==> config.mk <==
export PLATFORM = sky130hd
export DESIGN_NAME = regfile_wr_arbiter
export DESIGN_NICKNAME = d
export VERILOG_FILES = /design/src/rtl/regfile_wr_arbiter.sv
export SDC_FILE = /design/constraint.sdc
export NUM_CORES = 1
export LEC_CHECK = 0
export ABC_AREA = 0
export CORE_MARGIN = 2
export CORE_UTILIZATION = 39
export CTS_CLUSTER_DIAMETER = 200
export CTS_CLUSTER_SIZE = 30
export DETAILED_ROUTE_END_ITERATION = 10
export HOLD_SLACK_MARGIN = 0.03
export PLACE_DENSITY = 0.93
export SETUP_SLACK_MARGIN = 0.5
export SLEW_MARGIN = 40
export SYNTH_ARGS = -nofsm -noshare
export SYNTH_HDL_FRONTEND = slang
export SYNTH_SLANG_ARGS = --single-unit
==> constraint.sdc <==
create_clock -name clk -period 2.8 [get_ports clk]
set_clock_uncertainty 0.15 [all_clocks]
set_input_delay 0.56 -clock clk [delete_from_list [all_inputs] [get_ports clk]]
set_output_delay 0.56 -clock clk [all_outputs]
set_load 0.005 [all_outputs]
==> src/rtl/regfile_wr_arbiter.sv <==
// Two-requester write arbiter (A = ALU writeback, B = load writeback) in front of a
// single registered register-file write port. Optional forwarding taps: WR_ARB_FWD_EN.
module regfile_wr_arbiter (
  input  logic        clk,
  input  logic        rst_n,
  input  logic        a_valid,
  input  logic [4:0]  a_addr,
  input  logic [31:0] a_data,
  input  logic [3:0]  a_ben,
  output logic        a_ready,
  input  logic        b_valid,
  input  logic [4:0]  b_addr,
  input  logic [31:0] b_data,
  input  logic [3:0]  b_ben,
  output logic        b_ready,
  input  logic        prio_b,
  input  logic        freeze,
  output logic        rf_wr,
  output logic [4:0]  rf_addr,
  output logic [31:0] rf_data,
  output logic [3:0]  rf_ben,
  input  logic [4:0]  q_addr0,
  input  logic [4:0]  q_addr1,
  output logic        q_busy0,
  output logic        q_busy1
`ifdef WR_ARB_FWD_EN
  ,
  output logic        fwd_hit0,
  output logic        fwd_hit1,
  output logic [31:0] fwd_data0,
  output logic [31:0] fwd_data1
`endif
);

  typedef struct packed {
    logic [4:0]  addr;
    logic [31:0] data;
    logic [3:0]  ben;
  } wr_req_t;

  logic    last_b_q, last_b_d;
  logic    run_q, run_d;
  logic    rf_wr_q, rf_wr_d;
  wr_req_t rf_q, rf_d;
  logic    gnt_a, gnt_b;
  wr_req_t sel;

  // run_q holds off grants until the cycle after rst_n is first sampled high.
  always_comb begin
    gnt_a = 1'b0;
    gnt_b = 1'b0;
    if (rst_n && run_q && !freeze) begin
      if (a_valid && b_valid) begin
        if (prio_b || !last_b_q) gnt_b = 1'b1;
        else                     gnt_a = 1'b1;
      end else begin
        gnt_a = a_valid;
        gnt_b = b_valid;
      end
    end
  end

  assign a_ready = gnt_a;
  assign b_ready = gnt_b;

  always_comb begin
    sel      = gnt_b ? '{addr: b_addr, data: b_data, ben: b_ben}
                     : '{addr: a_addr, data: a_data, ben: a_ben};
    run_d    = 1'b1;
    last_b_d = last_b_q;
    if (gnt_a) last_b_d = 1'b0;
    if (gnt_b) last_b_d = 1'b1;
    rf_wr_d  = 1'b0;
    rf_d     = rf_q;
    if (gnt_a || gnt_b) begin
      rf_d    = sel;
      // writes to r0 or with no byte lanes are consumed but never reach the file
      rf_wr_d = (sel.addr != 5'd0) && (sel.ben != 4'd0);
    end
  end

  always_ff @(posedge clk) begin
    if (!rst_n) begin
      last_b_q <= 1'b1;
      run_q    <= 1'b0;
      rf_wr_q  <= 1'b0;
      rf_q     <= '0;
    end else begin
      last_b_q <= last_b_d;
      run_q    <= run_d;
      rf_wr_q  <= rf_wr_d;
      rf_q     <= rf_d;
    end
  end

  assign rf_wr   = rf_wr_q;
  assign rf_addr = rf_q.addr;
  assign rf_data = rf_q.data;
  assign rf_ben  = rf_q.ben;

  assign q_busy0 = (q_addr0 != 5'd0) &&
                   ((rf_wr_q && q_addr0 == rf_q.addr) ||
                    (a_valid && q_addr0 == a_addr) || (b_valid && q_addr0 == b_addr));
  assign q_busy1 = (q_addr1 != 5'd0) &&
                   ((rf_wr_q && q_addr1 == rf_q.addr) ||
                    (a_valid && q_addr1 == a_addr) || (b_valid && q_addr1 == b_addr));

`ifdef WR_ARB_FWD_EN
  // Only full-word writes can be forwarded; partial writes must go through the file.
  logic fwd_ok;
  assign fwd_ok    = rf_wr_q && (rf_q.addr != 5'd0) && (rf_q.ben == 4'hF);
  assign fwd_hit0  = fwd_ok && (q_addr0 == rf_q.addr);
  assign fwd_hit1  = fwd_ok && (q_addr1 == rf_q.addr);
  assign fwd_data0 = fwd_hit0 ? rf_q.data : 32'd0;
  assign fwd_data1 = fwd_hit1 ? rf_q.data : 32'd0;
`endif

endmodule

; ---- After elaboration in Yosys (flattened, before gate mapping)
; Cells that the tools add are included.
[totals]
register_bits = 44
[op_classes]
n_eq_ne = 6
mux = 8
n_bitwise = 1
n_reduce_logical = 26
[op_table]
columns = operator, count
row1 = $mux 41, 1
row2 = $eq 5x5->1, 6
row3 = $reduce_bool 5->1, 3
row4 = $logic_and 1x1->1, 12
row5 = $mux 1, 7
row6 = $logic_or 1x1->1, 6
row7 = $reduce_bool 4->1, 1
row8 = $logic_not 1->1, 2
row9 = $reduce_and 2->1, 1
row10 = $reduce_or 2->1, 1
row11 = $not 1->1, 1

; ---- Logic depth before layout (Yosys ltp)
[depth]
word_depth = 8
mapped_depth = 6
ltp_nobuf = 5

; ---- Least setup slack after synthesis
; OpenSTA, ideal clock, no wires.
[synth_timing]
path_type = input -> output
start = input rst_n
end = output a_ready
t_arrival_ns = 1.300
required_ns = 2.090
slack_ns = 0.790
stages = 4
path_buffers = 2
path_cell_list = buf_6 > nand3b_4 > a211oi_4 > buf_6
[synth_via]
elab_chain_cells = 3
[synth_rtl]
columns = element, line_no
row1 = start: declaration, 5  ; input logic rst_n,
row2 = $logic_and 1x1->1 (2 in series), 52  ; if (rst_n && run_q && !freeze) begin
row3 = $mux 1, 52
row4 = end: declaration, 10  ; output logic a_ready,
; No other way between the ends.

; ---- Worst setup path after layout
[layout_timing]
start = input prio_b
end = output a_ready
[layout_via]
elab_chain_cells = 4
[layout_rtl]
columns = element, line_no
row1 = start: declaration, 16  ; input logic prio_b,
row2 = $logic_or 1x1->1, 54  ; if (prio_b || !last_b_q) gnt_b = 1'b1;
row3 = $mux 1, 54
row4 = $mux 1, 53  ; if (a_valid && b_valid) begin
row5 = $mux 1, 52
; No other way between the ends.

==> results.md <==
* Routed len/inst at 15.60 um
* Hold-critical path depth at 2
* Crit end category: output pin
* Synth Area per Inst at 8.140 um2
* Final Non-Filler Cells at 506
* Post-DP HPWL at 5.836 mm
* Worst-Skew Late Latency at 0.29 ns
* VDD IR max at 0.2312 mV
* Fmax at 446.3 MHz
* Top-area cell type share of the netlist area at 39.64%
* Status: finished, final reports clean
* Hold Crit Endpoint: rf_data[9]
* Worst Reg2Reg Path Length in Cells at 6
* Via count at 2634
* Synthesized netlist cell count at 273
* Clock sink total at 44
* Port Buffers at 143
* Largest net degree at the start of global routing at 44
* Syn Std Cell Area at 0.002222 mm2
* Die X-Extent at 79.49 um
* Die area at 0.006318 mm2
* Layout area overhead at 76.52%
* Data required, critical path at 2.09 ns
* #FFs+latches synth at 44
* GRT busiest layer: met2
* Worst-margin pin slew at 0.6455 ns
* Root Buffer: clkbuf_8
* Initial core utilization at 40.35%
* Routed vias/inst at 5.206
* Routability cong. at 0.9251
* Netlist cell types at 30
* Total GRT Usage at 23.60%
* Final Max Slew Viols at 0
* Antenna viol nets, final at 0
* GRT overflow at 0
* Core Rows at 27
* Final Hold Vio Count at 0
* Clk slew on worst S/H paths at 0.08 ns
* Vias in the first global route at 2567
* RR Endpoint: rf_data[19]
* Slew Limit Headroom at 56.80%
* Htree depth at 2
* Worst hold path class: reg -> reg
* Worst EP arrival at 1.53 ns
* Inserted Clock Buffers at 5
* Nets@finish at 531
* Initial antenna violation count at 0
* Worst reg2reg setup slack at 1.09 ns
* RSZ-0062 raised after global routing: yes
* Final Cycle Share at 80.02%
* CTS tree: yes
* Max Root-Sink Buffers at 2
* Met2 usage at 42.94%
* IO Pins at 144
* Top post-synthesis cells by area: dfxtp_1 40%, nand3_1 12%, nand2_1 11%
* Final setup fails at 0
* Number of DRC markers in iteration 0 at 114
* Kind of critical path: in -> out
* Drt first pass iters at 4
* Min-delay src: rf_data[9]
* Final instance area at 0.003923 mm2
* Max Cap Violations at 0
* Sequential-to-total area share from yosys stat at 39.64%
* Reg2reg start: run_q
* Pwr dens at 382.0 mW/mm2
* Core area at 0.005507 mm2
* Leak pwr at 0.001674 uW
* First-pass GRT wire length at 11.84 mm
* Die height at 79.49 um
* Tmin final at 2.241 ns
* Fin util at 71.23%
* Final WL at 7.894 mm
* Met3 Usage GRT at 5.995%
* Crit start category: primary input
* Syn_nets at 371
* DRC at 0
* Placed cells at 495
* DP Area at 0.003839 mm2
* Syn. warnings at 0
* Synth area leader: dfxtp_1
* M1 GR Usage at 26.91%
* Worst Path Max Fanout at 2
* Layout cell share with drive strength beyond 1 at 15.90%
* Antenna Cells at 0
==> placed cells by master (no fill, tap or decap), drive strengths merged, types with 6 or more instances in the layout <==
| master | synthesis | layout |
|---|---|---|
| clkdlybuf4s50 | 0 | 115 |
| nand2 | 63 | 63 |
| nand3 | 55 | 55 |
| dfxtp | 44 | 44 |
| buf | 14 | 44 |
| xor2 | 26 | 26 |
| a22oi | 16 | 16 |
| clkbuf | 2 | 11 |
| or4 | 6 | 6 |
| nor2 | 6 | 6 |
| nor4 | 6 | 6 |
==> cells in the mapped netlist <==
cell      instances
nand3b_1          1
o221ai_1          5
nor4_1            6
o21a_1            1
a21oi_1           3
xor2_1           26
mux2i_1           4
nand2_1          63
a32oi_1           2
clkbuf_1          2
nor2_2            1
o211ai_1          3
buf_6             2
a22oi_1          16
inv_1             2
and3b_1           1
nand3b_4          1
or4_1             6
nor2_1            5
dfxtp_1          44
buf_2            11
nand2b_1          1
nand3_2           1
nand3_1          54
buf_1             1
a211oi_4          1
inv_2             1
o21ai_0           4
o21ai_1           1
xnor2_1           4
==> metal layers <==
layer	up-vias	share of wire, %
met5	-	0
met4	0	2.2
met3	18	7.9
met2	116	50
met1	1218	40
li1	1282	-
==> what timing repair did <==
item	4_1_cts	5_1_grt
pin swaps	12	14
gates resized for setup	79	32
setup buffers	1	2
hold buffers	0	0
setup endpoints to repair	4	3
==> final cells by class <==
cell class	count	area, um2
fill	439	1584
timing repair buffer	169	1559
multi-input combinational	210	1285
sequential	44	883.3
tap	72	90.09
clock buffer	7	86.33
inverter	3	11.26
clock inverter	1	7.507
==> kinds of logic (layout without fill, tap and decap cells) <==
family	Yosys count	count (layout)	share of synthesized area (%)
simple gates	140	140	30.01
mux	4	4	1.802
flops	44	44	39.64
buf+inv	19	180	4.504
compound gates	36	36	12.22
xor+xnor	30	30	11.82
==> critical path, stage by stage <==
cell,delay (ns)
clkdlybuf4s50_1,0.44
nand2b_4,0.16
a211oi_4,0.21
buf_2,0.16
==> metrics by stage <==
stage               setup TNS [ns]  hold WS [ns]  total power [uW]  setup WS (ns)
CTS                              0        0.3249              1498         0.4141
floorplan                        0        0.3152             814.7         0.7898
detailed placement         -0.5352        0.3129              1093        -0.2534
global placement           -0.3846        0.3027              1082        -0.1929
global route                     0        0.3458              1566         0.4761
finish                           0        0.3211              1498         0.5595
==> worst max path at each step <==
stage                     startpoint  endpoint  slack, ns  depth (start not counted)
final                         prio_b   a_ready       0.56                          4
after global routing      q_addr1[3]   q_busy1       0.48                          6
after CTS                 q_addr0[4]   q_busy0       0.41                          6
after detailed placement   b_addr[3]   q_busy1      -0.25                          6
after global placement     a_addr[1]   q_busy0      -0.19                          6
after floorplan                rst_n   a_ready       0.79                          4
==> sequential cells by signal (all words and copies together) (netlist names) <==
signal and cells:
rf_wr 1, last_b_q 1, rf_data 32, run_q 1, rf_ben 4, rf_addr 5
==> report_power, final <==
part	switching, uW	internal (uW)
Sequential	27.3	665
Clock	217	201
Combinational	143	245
Power figures use the tool's default switching activity.
